[src/rtl/binarize_frame_ctrl.sv]
// Per-frame sequencer for the quadrant-threshold binarizer: scans the grey frame,
// derives four quadrant thresholds (mean + offset, saturated), then hands SRAM to the converter.
module binarize_frame_ctrl #(
    parameter int ROWS     = 160,
    parameter int COLS     = 80,
    parameter int HALF_ROW = 80,
    parameter int HALF_COL = 40,
    parameter int SUM_W    = 21
) (
    input  logic        i_clk,
    input  logic        i_rst_n,
    input  logic        i_start,
    input  logic [19:0] i_begin_addr,
    input  logic [7:0]  i_offset,
    input  logic [15:0] i_sram_rdata,
    output logic [19:0] o_sram_addr,
    input  logic [19:0] i_conv_sram_addr,
    output logic        o_conv_start,
    input  logic        i_conv_finished,
    output logic [7:0]  o_threshold1,
    output logic [7:0]  o_threshold2,
    output logic [7:0]  o_threshold3,
    output logic [7:0]  o_threshold4,
    output logic        o_busy,
    output logic        o_done
);

    localparam int DIVISOR = 2 * HALF_ROW * HALF_COL;
    localparam int REM_W   = $clog2(DIVISOR);
    localparam int REM_SW  = REM_W + 1;
    localparam int ROW_W   = $clog2(ROWS);
    localparam int COL_W   = $clog2(COLS);
    localparam int DCNT_W  = $clog2(SUM_W);

    localparam logic [ROW_W-1:0]  ROW_LAST  = ROW_W'(ROWS - 1);
    localparam logic [COL_W-1:0]  COL_LAST  = COL_W'(COLS - 1);
    localparam logic [ROW_W-1:0]  ROW_HALF  = ROW_W'(HALF_ROW);
    localparam logic [COL_W-1:0]  COL_HALF  = COL_W'(HALF_COL);
    localparam logic [REM_SW-1:0] DIVISOR_L = REM_SW'(DIVISOR);
    localparam logic [DCNT_W-1:0] DCNT_LAST = DCNT_W'(SUM_W - 1);

    localparam logic [2:0] S_IDLE       = 3'd0;
    localparam logic [2:0] S_SCAN       = 3'd1;
    localparam logic [2:0] S_DIV        = 3'd2;
    localparam logic [2:0] S_CONV_START = 3'd3;
    localparam logic [2:0] S_CONV_WAIT  = 3'd4;

    logic [2:0]        state_q, state_d;
    logic [19:0]       addr_q, addr_d;
    logic [ROW_W-1:0]  row_q, row_d;
    logic [COL_W-1:0]  col_q, col_d;
    logic [SUM_W-1:0]  sum_q [4];
    logic [SUM_W-1:0]  sum_d [4];
    logic [1:0]        dq_q, dq_d;
    logic [DCNT_W-1:0] dcnt_q, dcnt_d;
    logic [REM_W-1:0]  rem_q, rem_d;
    logic [SUM_W-1:0]  quo_q, quo_d;
    logic [7:0]        thr_q [4];
    logic [7:0]        thr_d [4];
    logic              wait_first_q, wait_first_d;
    logic              done_q, done_d;

    logic [8:0]        pix_sum;
    logic [1:0]        scan_quad;
    logic [REM_SW-1:0] rem_shift;
    logic              rem_ge;
    logic [REM_W-1:0]  rem_next;
    logic [SUM_W-1:0]  quo_next;

    // Mean plus signed offset at 10 bits, so neither end can wrap before the clamp.
    function automatic logic [7:0] offset_clamp(input logic [7:0] mean, input logic [7:0] offset);
        logic [9:0] total;
        total = {2'b00, mean} + {{2{offset[7]}}, offset};
        if (total[9])      return 8'd0;
        else if (total[8]) return 8'hFF;
        else               return total[7:0];
    endfunction

    assign pix_sum   = {1'b0, i_sram_rdata[15:8]} + {1'b0, i_sram_rdata[7:0]};
    assign scan_quad = {row_q >= ROW_HALF, col_q >= COL_HALF};

    // Restoring division: the dividend is shifted out of quo_q MSB-first while quotient bits enter at the LSB.
    assign rem_shift = {rem_q, quo_q[SUM_W-1]};
    assign rem_ge    = (rem_shift >= DIVISOR_L);
    assign rem_next  = rem_ge ? REM_W'(rem_shift - DIVISOR_L) : rem_shift[REM_W-1:0];
    assign quo_next  = {quo_q[SUM_W-2:0], rem_ge};

    always_comb begin
        // NOTE: every _d gets a default first so no path through the case leaves it unassigned (no latches).
        state_d      = state_q;
        addr_d       = addr_q;
        row_d        = row_q;
        col_d        = col_q;
        sum_d        = sum_q;
        dq_d         = dq_q;
        dcnt_d       = dcnt_q;
        rem_d        = rem_q;
        quo_d        = quo_q;
        thr_d        = thr_q;
        wait_first_d = 1'b0;
        done_d       = 1'b0;

        case (state_q)
            S_IDLE: begin
                if (i_start) begin
                    addr_d  = i_begin_addr;
                    row_d   = '0;
                    col_d   = '0;
                    for (int q = 0; q < 4; q++) sum_d[q] = '0;
                    state_d = S_SCAN;
                end
            end
            S_SCAN: begin
                sum_d[scan_quad] = sum_q[scan_quad] + SUM_W'(pix_sum);
                addr_d = addr_q + 20'd1;
                if (col_q == COL_LAST) begin
                    col_d = '0;
                    row_d = row_q + 1'b1;
                end else begin
                    col_d = col_q + 1'b1;
                end
                if (row_q == ROW_LAST && col_q == COL_LAST) begin
                    // The final word belongs to BR, so the TL sum is already complete.
                    quo_d   = sum_q[0];
                    rem_d   = '0;
                    dcnt_d  = '0;
                    dq_d    = 2'd0;
                    state_d = S_DIV;
                end
            end
            S_DIV: begin
                rem_d  = rem_next;
                quo_d  = quo_next;
                dcnt_d = dcnt_q + 1'b1;
                if (dcnt_q == DCNT_LAST) begin
                    thr_d[dq_q] = offset_clamp(quo_next[7:0], i_offset);
                    rem_d       = '0;
                    dcnt_d      = '0;
                    if (dq_q == 2'd3) begin
                        state_d = S_CONV_START;
                    end else begin
                        dq_d  = dq_q + 2'd1;
                        quo_d = sum_q[dq_q + 2'd1];
                    end
                end
            end
            S_CONV_START: begin
                wait_first_d = 1'b1;
                state_d      = S_CONV_WAIT;
            end
            S_CONV_WAIT: begin
                // A finished level left over from the previous frame is not trusted on the first cycle.
                if (!wait_first_q && i_conv_finished) begin
                    done_d  = 1'b1;
                    state_d = S_IDLE;
                end
            end
            default: state_d = S_IDLE;
        endcase
    end

    // NOTE: the small sum/threshold arrays are plain flops, not RAM, so they are reset like any register.
    always_ff @(posedge i_clk or negedge i_rst_n) begin
        if (!i_rst_n) begin
            state_q      <= S_IDLE;
            addr_q       <= '0;
            row_q        <= '0;
            col_q        <= '0;
            dq_q         <= '0;
            dcnt_q       <= '0;
            rem_q        <= '0;
            quo_q        <= '0;
            wait_first_q <= 1'b0;
            done_q       <= 1'b0;
            for (int q = 0; q < 4; q++) begin
                sum_q[q] <= '0;
                thr_q[q] <= 8'd128;
            end
        end else begin
            // NOTE: non-blocking assignments so every flop samples the pre-edge value of its _d.
            state_q      <= state_d;
            addr_q       <= addr_d;
            row_q        <= row_d;
            col_q        <= col_d;
            dq_q         <= dq_d;
            dcnt_q       <= dcnt_d;
            rem_q        <= rem_d;
            quo_q        <= quo_d;
            wait_first_q <= wait_first_d;
            done_q       <= done_d;
            sum_q        <= sum_d;
            thr_q        <= thr_d;
        end
    end

    always_comb begin
        o_sram_addr = 20'd0;
        if (state_q == S_SCAN)
            o_sram_addr = addr_q;
        else if (state_q == S_CONV_START || state_q == S_CONV_WAIT)
            o_sram_addr = i_conv_sram_addr;
    end

    assign o_conv_start = (state_q == S_CONV_START);
    assign o_busy       = (state_q != S_IDLE);
    assign o_done       = done_q;
    assign o_threshold1 = thr_q[0];
    assign o_threshold2 = thr_q[1];
    assign o_threshold3 = thr_q[2];
    assign o_threshold4 = thr_q[3];

endmodule

[config.mk]
export PLATFORM = sky130hd
export DESIGN_NAME = binarize_frame_ctrl
export DESIGN_NICKNAME = d
export VERILOG_FILES = /design/src/rtl/binarize_frame_ctrl.sv
export SDC_FILE = /design/constraint.sdc
export NUM_CORES = 1
export LEC_CHECK = 0
export CELL_PAD_IN_SITES_DETAIL_PLACEMENT = 1
export CELL_PAD_IN_SITES_GLOBAL_PLACEMENT = 2
export CORE_AREA = 2 2 183 185
export CTS_BUF_LIST = sky130_fd_sc_hd__clkbuf_4 sky130_fd_sc_hd__clkbuf_8
export DETAILED_ROUTE_END_ITERATION = 10
export DIE_AREA = 0 0 185 187
export PLACE_DENSITY = 0.8
export SKIP_LAST_GASP = 1
export SYNTH_ARGS = -nofsm -noshare
export SYNTH_HDL_FRONTEND = slang
export SYNTH_SLANG_ARGS = --single-unit
export TNS_END_PERCENT = 1
[constraint.sdc]
create_clock -name i_clk -period 6.1 [get_ports i_clk]
set_clock_uncertainty 0.05 [all_clocks]
set_input_delay 1.22 -clock i_clk [delete_from_list [all_inputs] [get_ports i_clk]]
set_output_delay 1.22 -clock i_clk [all_outputs]
set_load 0.005 [all_outputs]
[Word level (Yosys, flattened, before mapping)]
Index checks and enable logic that the tools add are counted.
Word-level totals
  register bits: 197
  bits in latches: 0
  RAM bits: 0
  memory bits (read-only): 0
  bits of input ports: 68
  output and inout bits: 55
  logic and storage cells: 121
  memories kept: 0
Operators by class
  add/subtract/negate cells: 9
  multipliers: 0
  div/mod/pow operators: 0
  $lt $le $gt $ge: 8
  eq/ne operators: 15
  shifts and indexed selects: 0
  multiplexer cells: 52
  bitwise logic cells: 3
  reductions and logical operators: 16
Operators by type and width (number)
  21-bit 2-to-1 mux: 8
  84-bit case mux with 2 select lines: 1
  21-bit binary-select mux with 2-bit select: 2
  84-bit bitwise mux: 1
  84-bit 2-to-1 mux: 1
  20-bit 2-to-1 mux: 3
  8-bit 2-to-1 mux: 7
  21-bit demux with 2-bit select: 1
  21-bit case mux with 2 select lines: 1
  20-bit case mux with 2 select lines: 1
  13-bit 2-to-1 mux: 3
  32-bit bitwise mux: 1
  13-bit case mux with 2 select lines: 1
  21-bit by 9-bit adder with 21-bit output: 1
  20-bit by 1-bit adder with 20-bit output (second input constant): 1
  8-bit demux with 2-bit select: 1
  8-bit case mux with 2 select lines: 1
  3-bit 2-to-1 mux: 5
  3-bit case mux with 5 select lines: 1
  14-bit by 13-bit greater-or-equal comparator with 1-bit output (second input constant): 1
  7-bit 2-to-1 mux: 2
  2-bit inequality test (second input constant): 7
  7-bit case mux with 2 select lines: 1
  13-bit subtractor (second input constant): 1
  other kinds (33): 50

[Logic depth before layout (Yosys ltp)]
Gate-level depths: netlist (run 1).
  depth after elaboration: 8
  depth in mapped cells: 19
  depth with buffers taken out: 15

[Least setup slack after synthesis (run 1)]
OpenSTA, ideal clock, no wires.
  path kind: flip-flop to flip-flop
  start point: reg col_q[3]
  end point: reg sum_q[19] in the netlist's numbering
  setup time: 0.130 ns
  arrival time: 4.154 ns
  required time: 5.920 ns
  slack: 1.766 ns
  cell stages (with the launch flop): 17
  clock period less this slack: 4.334 ns
  cells stage by stage: dfrtp_1 -> o21ai_2 -> nor2b_1 -> buf_2 -> buf_2 -> mux4_2 -> fa_1 -> ha_1 -> fa_1 -> a21o_1 -> a21oi_1 -> o21bai_1 -> o41a_1 -> clkbuf_1 -> nand3_1 -> xor2_1 -> o21ai_1
On the way
  cells in the longest elaborated chain, start to end: 8
  elaborated cells on any way between the ends: 13
  those cells by class: add/sub: 1; order compare: 3; mux: 7; bitwise: 1; reduce/logical: 1
Ends and longest elaborated chain
  start: declaration: RTL line 51  | logic [COL_W-1:0] col_q, col_d;
  start signal: assignment: RTL line 184  | col_q <= col_d;
  7-bit by 6-bit greater-or-equal comparator with 1-bit output (*): RTL line 80  | assign scan_quad = {row_q >= ROW_HALF, col_q >= COL_HALF};
  2-bit inverter with 3-bit output (not written as such) (*): RTL line 114  | sum_d[scan_quad] = sum_q[scan_quad] + SUM_W'(pix_sum);
  21-bit binary-select mux with 2-bit select, or another cell as far along: RTL line 114
  21-bit 2-to-1 mux (not written as such) / 1-bit logical AND (equally long branches): RTL line 114
  21-bit 2-to-1 mux (not written as such): RTL line 114
  21-bit by 9-bit adder with 21-bit output / 21-bit demux with 2-bit select (equally long branches): RTL line 114
  84-bit bitwise mux (*): RTL line 114
  84-bit case mux with 2 select lines (*): RTL line 103  | case (state_q)
  end signal: assignment: RTL line 191  | sum_q <= sum_d;
  end: declaration: RTL line 52  | logic [SUM_W-1:0] sum_q [4];
Every way passes the cells marked *; elsewhere a longest branch is shown, timed or not. The select of a mux whose other input is x is not followed.
A chain may end at the register's enable or synchronous reset.

[Worst setup path in the final report (run 1)]
  start point: reg col_q[4]
  end point: reg sum_q[15] in the netlist's numbering
The elaborated chain is that of the path after synthesis.

==> results of run 1 <==
==> final cells by class <==
cell class | instances | area (sq um)
fill | 3736 | 19500
multi-input combinational | 864 | 6030
sequential | 197 | 4930
timing repair buffer | 138 | 1360
tap | 448 | 561
clock buffer | 17 | 234
clock inverter | 15 | 179
inverter | 31 | 116
==> per-stage QoR <==
| step | hold WS [ns] | util |
|---|---|---|
| floorplan | 0.399 | - |
| global placement | 0.420 | 0.395 |
| detailed placement | 0.423 | 0.395 |
| CTS | 0.450 | 0.408 |
| global route | 0.484 | 0.408 |
| finish | 0.444 | 0.408 |
==> worst reg2reg max path: cells and delay by family, from the launching register on <==
kind,cells,cell delay [ns]
AO/OA/AOI/OAI,4,0.93
AND/OR/NAND/NOR,5,1.44
adder cells (fa/ha/maj),2,0.86
multiplexers,1,0.57
buffers and inverters,1,0.39
flip-flops,1,0.47
==> logic make-up after synthesis <==
| family | after synthesis | share of synthesized area |
|---|---|---|
| AND/OR/NAND/NOR | 418 | 0.169 |
| AO/OA/AOI/OAI | 287 | 0.157 |
| flip-flops | 197 | 0.436 |
| buffers and inverters | 102 | 0.0351 |
| multiplexers | 92 | 0.131 |
| adder cells (fa/ha/maj) | 40 | 0.0509 |
| XOR/XNOR | 27 | 0.0209 |
==> registers in the layout (all words and copies together), names as in the netlist <==
name and count:
rem_q 13, dq_q 2, quo_q 21, col_q 7, o_done 1, dcnt_q 5, addr_q 20, o_threshold3 8
wait_first_q 1, state_q 3, o_threshold4 8, sum_q 84, o_threshold1 8, o_threshold2 8, row_q 8
==> layer usage <==
layer | vias to the layer above | track usage
met4 | 0 | 0.0543
met1 | 4792 | 0.267
li1 | 4408 | -
met2 | 169 | 0.328
met3 | 36 | 0.0265
met5 | - | 0
==> report_power, final <==
group	total (mW)	switching (mW)	internal, mW
Sequential	1.81	0.254	1.55
Combinational	1.56	0.847	0.713
Clock	0.887	0.569	0.318
Total	4.25	1.67	2.58
==> final timing paths <==
kind,slack (ns),start,end
max,1.35,col_q[4]$_DFFE_PN0P_,sum_q[15]$_DFFE_PN0P_
min,0.44,quo_q[8]$_DFFE_PN0P_,quo_q[8]$_DFFE_PN0P_
max reg2reg,1.35,col_q[4]$_DFFE_PN0P_,sum_q[15]$_DFFE_PN0P_
min reg2reg,0.44,quo_q[8]$_DFFE_PN0P_,quo_q[8]$_DFFE_PN0P_
max in group asynchronous,4.23,i_rst_n,quo_q[8]$_DFFE_PN0P_
min in group asynchronous,0.67,i_rst_n,dcnt_q[2]$_DFFE_PN0P_
==> cell usage in the layout, fill, tap and decap left out, types with 22 or more instances in the layout <==
cell type          n
dfrtp_1          193
nand2_1          162
clkdlybuf4s50_1  121
o21ai_0          103
nand3_1          101
nor2_1            78
a21oi_1           56
mux4_2            42
inv_1             31
ha_1              30
mux2_2            26
mux2i_1           24
a22o_1            22
==> results.py, run 1 <==
metrics = {
    "power_and_ir_drop": {
        "ir_drop_mv": 0.172,
        "powerDensity_nw_per_um2": 317,
        "power_leakage_nw": 5.53,
        "power_mw": 4.25,
    },
    "setup_path": {
        "crit_path_start_kind": "flip-flop",
        "worstPathRequired_ns": 6.49,
        "worstPathCellList": "o21ai_2 > nor2b_2 > buf_4 > mux4_2 > fa_1 > ha_1 > o21a_1 > o21ai_0 > nand2b_1 > o41a_1 > nand3_1 > or3_1 > nand3_1",
        "endpoint_kind": "flip-flop",
        "crit_cells": 13,
        "crit_family": "simple AND/OR/NAND/NOR gates",
        "cpPeakStageDelay_ns": 0.56,
        "reg2regPathDepth": 13,
        "cpMostUsedCell": "nand3_1",
        "worstPathArrival_ns": 5.13,
        "crit_fanout": 14,
        "slowest_stage": "mux4_2",
        "path_class": "reg -> reg",
        "cp.buffers_inverters": 1,
    },
    "logic_synthesis": {
        "yosysWarnings": 0,
        "synthTopCellsByArea": "dfrtp_1 (43%), mux4_2 (8.4%), nand2_1 (5.4%)",
        "async_reset_ff_frac": 1.00,
        "yosysUniqueCellTypes": 67,
        "synth_top_cell_by_area": "dfrtp_1",
        "ys_top_cells_by_count": "dfrtp_1 (193), nand2_1 (162), nand3_1 (103), o21ai_0 (103), nor2_1 (79)",
        "synth_nets": 1271,
        "synth_flop_cell": "dfrtp_1",
        "yosysMostFrequentCell": "dfrtp_1",
        "post-synth-top-area-fraction": 0.427,
        "synth_edf_count": 0,
        "synthesis.instances": 1163,
        "ys_seq_elements": 197,
        "synth_area_sq_um": 11300,
        "syn_area_per_cell_sq_um": 9.73,
        "ys_seq_area_frac": 0.436,
    },
    "timing": {
        "final-max-slew-violation-count": 0,
        "slew_headroom": 0.0865,
        "setup_viol": 0,
        "hold_viol_final": 0,
        "period_share": 0.778,
        "setup_tns_ns": 0,
        "fin_ws_ns": 1.35,
        "clock.fmax_mhz": 211,
        "min_period_ns": 4.75,
        "worst_pin_slew_ns": 1.36,
        "rsz0062_at_grt": "false",
    },
    "detailed_routing": {
        "routed_wl_um": 32600,
        "firstDrtPassIters": 5,
        "drc": 0,
        "routedWlPerCell_um": 19.0,
        "via_count": 9405,
        "met1Wirelength_um": 15100,
        "drtAntennaViolNets": 0,
        "routed-wl-met2_um": 15800,
        "dr_wl_met3_um": 1030,
        "first_iter_violations": 540,
        "vias_per_cell": 5.50,
        "top_layer": "met4",
    },
    "clock_network": {
        "clock_latency_ns": 0.49,
        "numCtsBuffers": 17,
        "ctsHtreeMaxLevel": 4,
        "post_cts_buffers": 0,
        "path_clk_slew_ns": 0.12,
        "cts_tree": "done",
        "holdBufCountCts": 0,
        "cts.sinks": 197,
        "cts_root_buf": "clkbuf_8",
        "cts_buffer_depth": 2,
        "cts_resized": 0,
    },
    "floorplan": {
        "io_pins": 123,
        "die_w_um": 185,
        "die_area_sq_um": 34600,
        "fp.dieH_um": 187,
        "core_sq_um": 32900,
        "initial_core_util": 0.344,
        "rows": 67,
    },
    "placement": {
        "portBuffers": 122,
        "place_congestion": 0.773,
        "dpl.hpwl_um": 22400,
        "placed_cells": 1678,
        "dp_slack_ns": 1.24,
        "place_area_sq_um": 13000,
    },
    "hold_path": {
        "min_path_type": "reg -> reg",
        "hold_depth": 2,
    },
    "run": {
        "maxCapViolCount": 0,
    },
    "grt": {
        "grt_overflow": 0,
        "grt_max_degree": 132,
        "grt_pass1_vias": 9876,
        "grt_pass1_wl_um": 54000,
        "antenna_found_initial": 0,
        "grtUsageTotal": 0.196,
    },
    "cells_and_area": {
        "final_area_sq_um": 13400,
        "fin_cells": 1710,
        "layout-drive-gt1-share": 0.113,
        "num_antenna_cells": 0,
        "area_delta_synth_final_pct": 18.5,
        "num-nets-final": 1357,
    },
    "status": {
        "status": "completed",
    },
}
Note: power is estimated with default switching activity, not from simulation.
==> run 2, diff against run 1 <==
--- a/config.mk
+++ b/config.mk
@@ -7,11 +7,11 @@
 export LEC_CHECK = 0
 export CELL_PAD_IN_SITES_DETAIL_PLACEMENT = 1
 export CELL_PAD_IN_SITES_GLOBAL_PLACEMENT = 2
-export CORE_AREA = 2 2 183 185
+export CORE_AREA = 2 2 186 188
 export CTS_BUF_LIST = sky130_fd_sc_hd__clkbuf_4 sky130_fd_sc_hd__clkbuf_8
 export DETAILED_ROUTE_END_ITERATION = 10
-export DIE_AREA = 0 0 185 187
-export PLACE_DENSITY = 0.8
+export DIE_AREA = 0 0 188 190
+export PLACE_DENSITY = 0.81
 export SKIP_LAST_GASP = 1
 export SYNTH_ARGS = -nofsm -noshare
 export SYNTH_HDL_FRONTEND = slang
==> constraint.sdc (replaced) <==
create_clock -name i_clk -period 3.8 [get_ports i_clk]
set_clock_uncertainty 0.05 [all_clocks]
set_input_delay 0.76 -clock i_clk [delete_from_list [all_inputs] [get_ports i_clk]]
set_output_delay 0.76 -clock i_clk [all_outputs]
set_load 0.005 [all_outputs]
==> results.py, run 2 (synthesis results as in run 1) <==
metrics = {
    "clock_network": {
        "cts.sinks": 197,
        "numCtsBuffers": 17,
        "holdBufCountCts": 0,
        "ctsHtreeMaxLevel": 4,
        "cts_buffer_depth": 2,
        "cts_root_buf": "clkbuf_8",
        "path_clk_slew_ns": 0.11,
        "cts_tree": "done",
        "clock_latency_ns": 0.50,
    },
    "detailed_routing": {
        "routedWlPerCell_um": 19.2,
        "drtAntennaViolNets": 0,
        "via_count": 9543,
        "vias_per_cell": 5.41,
        "firstDrtPassIters": 5,
        "first_iter_violations": 565,
        "drc": 0,
        "routed_wl_um": 33900,
    },
    "floorplan": {
        "rows": 68,
        "initial_core_util": 0.333,
        "core_sq_um": 33900,
        "die_area_sq_um": 35700,
        "die_w_um": 188,
        "io_pins": 123,
        "fp.dieH_um": 190,
    },
    "setup_path": {
        "reg2regPathDepth": 15,
        "endpoint_kind": "flip-flop",
        "crit_path_start_kind": "flip-flop",
        "crit_fanout": 10,
        "r2r_slack_ns": -0.08,
        "rr_startpoint": "col_q[4]$_DFFE_PN0P_",
        "crit_start": "col_q[4]$_DFFE_PN0P_",
        "worstPathRequired_ns": 4.16,
        "worstPathArrival_ns": 4.23,
        "path_class": "reg -> reg",
        "setup.worst_path.end": "sum_q[53]$_DFFE_PN0P_",
        "reg2reg_to": "sum_q[53]$_DFFE_PN0P_",
    },
    "cells_and_area": {
        "final_area_sq_um": 14000,
        "num-nets-final": 1405,
        "final_cell_mix": "dfrtp_1 (193), nand2_1 (161), clkdlybuf4s50_1 (121), nand3_1 (100), o21ai_0 (98)",
        "area_delta_synth_final_pct": 23.6,
        "multi_input_area_sq_um": 6130,
        "fillerInstances": 3805,
        "largest_reg_flops": 84,
        "regArea_sq_um": 4930,
        "layout_commonest_cell": "dfrtp_1",
        "top_regs": "sum_q: 84 flops, quo_q: 21 flops, addr_q: 20 flops",
        "largest_register": "sum_q",
        "num_antenna_cells": 0,
        "layout-drive-gt1-share": 0.156,
    },
    "grt": {
        "grt_pass1_wl_um": 55400,
        "grtUsageTotal": 0.195,
        "antenna_found_initial": 0,
        "grt_max_degree": 96,
        "grt_overflow": 0,
        "grt_pass1_vias": 9960,
    },
    "power_and_ir_drop": {
        "powerDensity_nw_per_um2": 537,
        "power.sequential.fraction": 0.384,
        "p_clk_frac": 0.212,
        "p_comb_frac": 0.404,
        "ir_drop_mv": 0.379,
        "p_int_mw": 4.70,
        "p_sw_mw": 2.80,
        "power_leakage_nw": 5.85,
        "p_sw_frac": 0.374,
    },
    "status": {
        "failed_checks": "negative setup slack",
        "status": "finished, violations left",
    },
    "timing": {
        "fin_ws_ns": -0.0757,
        "worst_pin_slew_ns": 0.993,
        "period_share": 1.02,
        "worst_hold_slack_ns": 0.257,
        "clock.fmax_mhz": 258,
        "setup_viol": 31,
        "rsz0062_at_grt": "true",
        "final-max-slew-violation-count": 0,
        "setup_tns_ns": -1.14,
        "slew_headroom": 0.338,
        "min_period_ns": 3.88,
        "hold_viol_final": 0,
    },
    "placement": {
        "dpl.hpwl_um": 23900,
        "portBuffers": 122,
        "place_congestion": 0.799,
        "place_area_sq_um": 13400,
        "dp_slack_ns": -0.234,
    },
    "hold_path": {
        "min_path_type": "in -> async",
    },
    "run": {
        "maxCapViolCount": 0,
    },
}
-- run 2: per-stage QoR --
step	power, mW	std cells	utilization
2_1_floorplan	4.57	1163	-
3_3_place_gp	5.73	1731	0.396
3_5_place_dp	5.83	1731	0.396
4_1_cts	7.54	1765	0.412
5_1_grt	8.01	1765	0.412
6_report	7.51	1765	0.412
-- run 2: layout make-up --
cell class	instances	share of cell area
Multi-Input combinational cell	864	0.438
Inverter	31	0.00832
Timing Repair Buffer	186	0.126
Clock inverter	15	0.0165
Tap cell	455	0.0407
Clock buffer	17	0.0167
Sequential cell	197	0.353
-- run 2: worst max-delay path: stages (launching register included) --
cell      delay, ns
dfrtp_1        0.40
o21ai_2        0.16
nor2b_4        0.18
buf_12         0.13
mux4_2         0.52
fa_2           0.38
ha_4           0.18
fa_2           0.38
a21o_1         0.20
a21oi_2        0.13
o21bai_1       0.10
o41a_1         0.36
buf_12         0.17
nand3_1        0.15
nand2_1        0.09
a31oi_1        0.19
-- run 2: layer usage --
metal,GRT usage,part of all wire
met5,0,0
met4,0.0506,0.014
met3,0.0299,0.036
met2,0.330,0.49
met1,0.260,0.46
-- run 2: timing repair --
item | CTS | global route
buffers inserted | 2 | 0
setup endpoints to repair | 49 | 52
pin swaps | 7 | 2
gates resized for setup | 8 | 4
-- run 2: worst min-delay path by stage --
stage / start / end / slack [ns]
after CTS: i_rst_n / dcnt_q[0]$_DFFE_PN0P_ / 0.31
after floorplan: quo_q[10]$_DFFE_PN0P_ / quo_q[10]$_DFFE_PN0P_ / 0.40
final: i_rst_n / dcnt_q[0]$_DFFE_PN0P_ / 0.26
after global routing: i_rst_n / dcnt_q[0]$_DFFE_PN0P_ / 0.31
after global placement: quo_q[9]$_DFFE_PN0P_ / quo_q[9]$_DFFE_PN0P_ / 0.41
after detailed placement: quo_q[16]$_DFFE_PN0P_ / quo_q[16]$_DFFE_PN0P_ / 0.43
-- run 2: power groups by stage --
stage	Clock (mW)	Combinational [mW]	Sequential, mW
2_1_floorplan	0	1.78	2.79
3_3_place_gp	0	2.83	2.90
3_5_place_dp	0	2.91	2.92
4_1_cts	1.64	3.02	2.88
5_1_grt	1.72	3.35	2.94
6_report	1.59	3.03	2.88
==> run 3, diff against run 2 <==
==> constraint.sdc (replaced) <==
create_clock -name i_clk -period 3.45 [get_ports i_clk]
set_clock_uncertainty 0.05 [all_clocks]
set_input_delay 0.69 -clock i_clk [delete_from_list [all_inputs] [get_ports i_clk]]
set_output_delay 0.69 -clock i_clk [all_outputs]
set_load 0.005 [all_outputs]
==> results.py, run 3 (synthesis results as in run 1) <==
metrics = {
    "timing": {
        "clock.fmax_mhz": 254,
        "slew_headroom": 0.511,
        "min_period_ns": 3.93,
        "period_share": 1.14,
        "final-max-slew-violation-count": 0,
        "setup_viol": 66,
        "rsz0062_at_grt": "true",
        "fin_ws_ns": -0.485,
        "hold_viol_final": 0,
        "worst_hold_slack_ns": 0.197,
        "worst_pin_slew_ns": 0.734,
        "setup_tns_ns": -19.10,
    },
    "clock_network": {
        "numCtsBuffers": 17,
        "holdBufCountCts": 0,
        "ctsHtreeMaxLevel": 4,
        "path_clk_slew_ns": 0.11,
        "cts_buffer_depth": 2,
        "cts.sinks": 197,
        "cts_root_buf": "clkbuf_8",
        "cts_tree": "done",
        "clock_latency_ns": 0.49,
    },
    "cells_and_area": {
        "largest_reg_flops": 84,
        "final_cell_mix": "dfrtp_1 (193), nand2_1 (161), clkdlybuf4s50_1 (121), o21ai_0 (99), nand3_1 (99)",
        "num_antenna_cells": 0,
        "largest_register": "sum_q",
        "layout_commonest_cell": "dfrtp_1",
        "area_delta_synth_final_pct": 23.9,
        "top_regs": "sum_q: 84 flops, quo_q: 21 flops, addr_q: 20 flops",
        "num-nets-final": 1422,
        "layout-drive-gt1-share": 0.167,
        "fin_cells": 1782,
        "utilization": 0.413,
    },
    "detailed_routing": {
        "first_iter_violations": 603,
        "firstDrtPassIters": 5,
        "routed_wl_um": 34600,
        "drc": 0,
        "routedWlPerCell_um": 19.4,
        "via_count": 9731,
        "drtAntennaViolNets": 0,
        "vias_per_cell": 5.46,
    },
    "floorplan": {
        "die_w_um": 188,
        "rows": 68,
        "fp.dieH_um": 190,
        "initial_core_util": 0.333,
        "core_sq_um": 33900,
        "io_pins": 123,
        "die_area_sq_um": 35700,
    },
    "setup_path": {
        "crit_family": "compound AO/OA/AOI/OAI gates",
        "worstPathArrival_ns": 4.23,
        "cpPeakStageDelay_ns": 0.53,
        "worstPathCellList": "o21ai_2 > nor2b_4 > buf_12 > mux4_2 > fa_2 > ha_4 > fa_2 > a21o_1 > a21oi_2 > o21bai_1 > o41a_1 > buf_12 > nand3_2 > xor2_4 > o21ai_0",
        "crit_fanout": 10,
        "cp.buffers_inverters": 2,
        "worstPathRequired_ns": 3.75,
        "path_class": "reg -> reg",
        "endpoint_kind": "flip-flop",
        "slowest_stage": "mux4_2",
        "crit_path_start_kind": "flip-flop",
    },
    "hold_path": {
        "min_path_type": "in -> async",
    },
    "placement": {
        "placed_cells": 1749,
        "dpl.hpwl_um": 24300,
        "portBuffers": 122,
        "place_congestion": 0.787,
    },
    "status": {
        "status": "finished, violations left",
        "failed_checks": "negative setup slack",
    },
    "grt": {
        "grt_pass1_vias": 10400,
        "antenna_found_initial": 0,
        "grt_pass1_wl_um": 57400,
        "grt_overflow": 0,
        "grt_max_degree": 86,
        "grtUsageTotal": 0.201,
    },
    "power_and_ir_drop": {
        "ir_drop_mv": 0.386,
        "powerDensity_nw_per_um2": 575,
        "power_leakage_nw": 5.89,
    },
    "run": {
        "maxCapViolCount": 0,
    },
}
-- run 3: cell types whose count changed in the layout (fill, tap and decap cells not counted), moves of 2 or more --
cell and delta:
bufinv_16 -3, buf_4 +18, clkinv_2 +3, inv_8 +2, clkinv_8 -3
-- run 3: final timing paths --
kind,from,cells after the start,slack (ns),to
max in group asynchronous,i_rst_n,2,2.32,sum_q[70]$_DFFE_PN0P_
min in group i_clk,quo_q[15]$_DFFE_PN0P_,2,0.44,quo_q[15]$_DFFE_PN0P_
setup reg to reg,col_q[3]$_DFFE_PN0P_,15,-0.48,sum_q[80]$_DFFE_PN0P_
hold / removal,i_rst_n,1,0.20,state_q[1]$_DFFE_PN0P_
hold reg to reg,quo_q[15]$_DFFE_PN0P_,2,0.44,quo_q[15]$_DFFE_PN0P_
setup / recovery,col_q[3]$_DFFE_PN0P_,15,-0.48,sum_q[80]$_DFFE_PN0P_
-- run 3: power breakdown --
| part | switching (mW) | total, mW | internal, mW |
|---|---|---|---|
| registers | 0.433 | 3.18 | 2.74 |
| clock network | 0.953 | 1.48 | 0.532 |
| logic | 1.68 | 3.40 | 1.72 |
| total | 3.07 | 8.06 | 4.99 |
-- run 3: area by class of cell --
cell class,instances,area (sq um)
fill,3810,19900
sequential,197,4930
inverter,31,116
multi-input combinational,864,6140
tap,455,569
timing repair buffer,203,1880
clock buffer,17,234
clock inverter,15,136
-- run 3: metal layers --
| layer | wire length [um] | global-route usage | vias to the layer above | share of wire |
|---|---|---|---|---|
| li1 | - | - | 4516 | - |
| met1 | 16100 | 0.268 | 5006 | 0.47 |
| met2 | 16900 | 0.341 | 172 | 0.49 |
| met3 | 1040 | 0.0321 | 37 | 0.030 |
| met4 | 532 | 0.0527 | 0 | 0.015 |
| met5 | 0 | 0 | - | 0 |
-- run 3: through the flow --
| step | power [mW] | area (sq um) | worst slack, ns |
|---|---|---|---|
| finish | 8.06 | 14000 | -0.485 |
| CTS | 8.11 | 14000 | -0.449 |
| floorplan | 5.04 | 11400 | -0.474 |
| detailed placement | 6.52 | 13600 | -0.525 |
| global route | 8.66 | 14000 | -0.648 |
| global placement | 6.38 | 13600 | -0.459 |
-- run 3: timing repair --
| action | in CTS | in global routing |
|---|---|---|
| resized for setup | 7 | 5 |
| endpoints found under the hold margin | 0 | 0 |
| endpoints found under the setup margin | 80 | 96 |
| pin swaps | 2 | 4 |
| gates cloned | 0 | 0 |
| setup buffers | 0 | 1 |
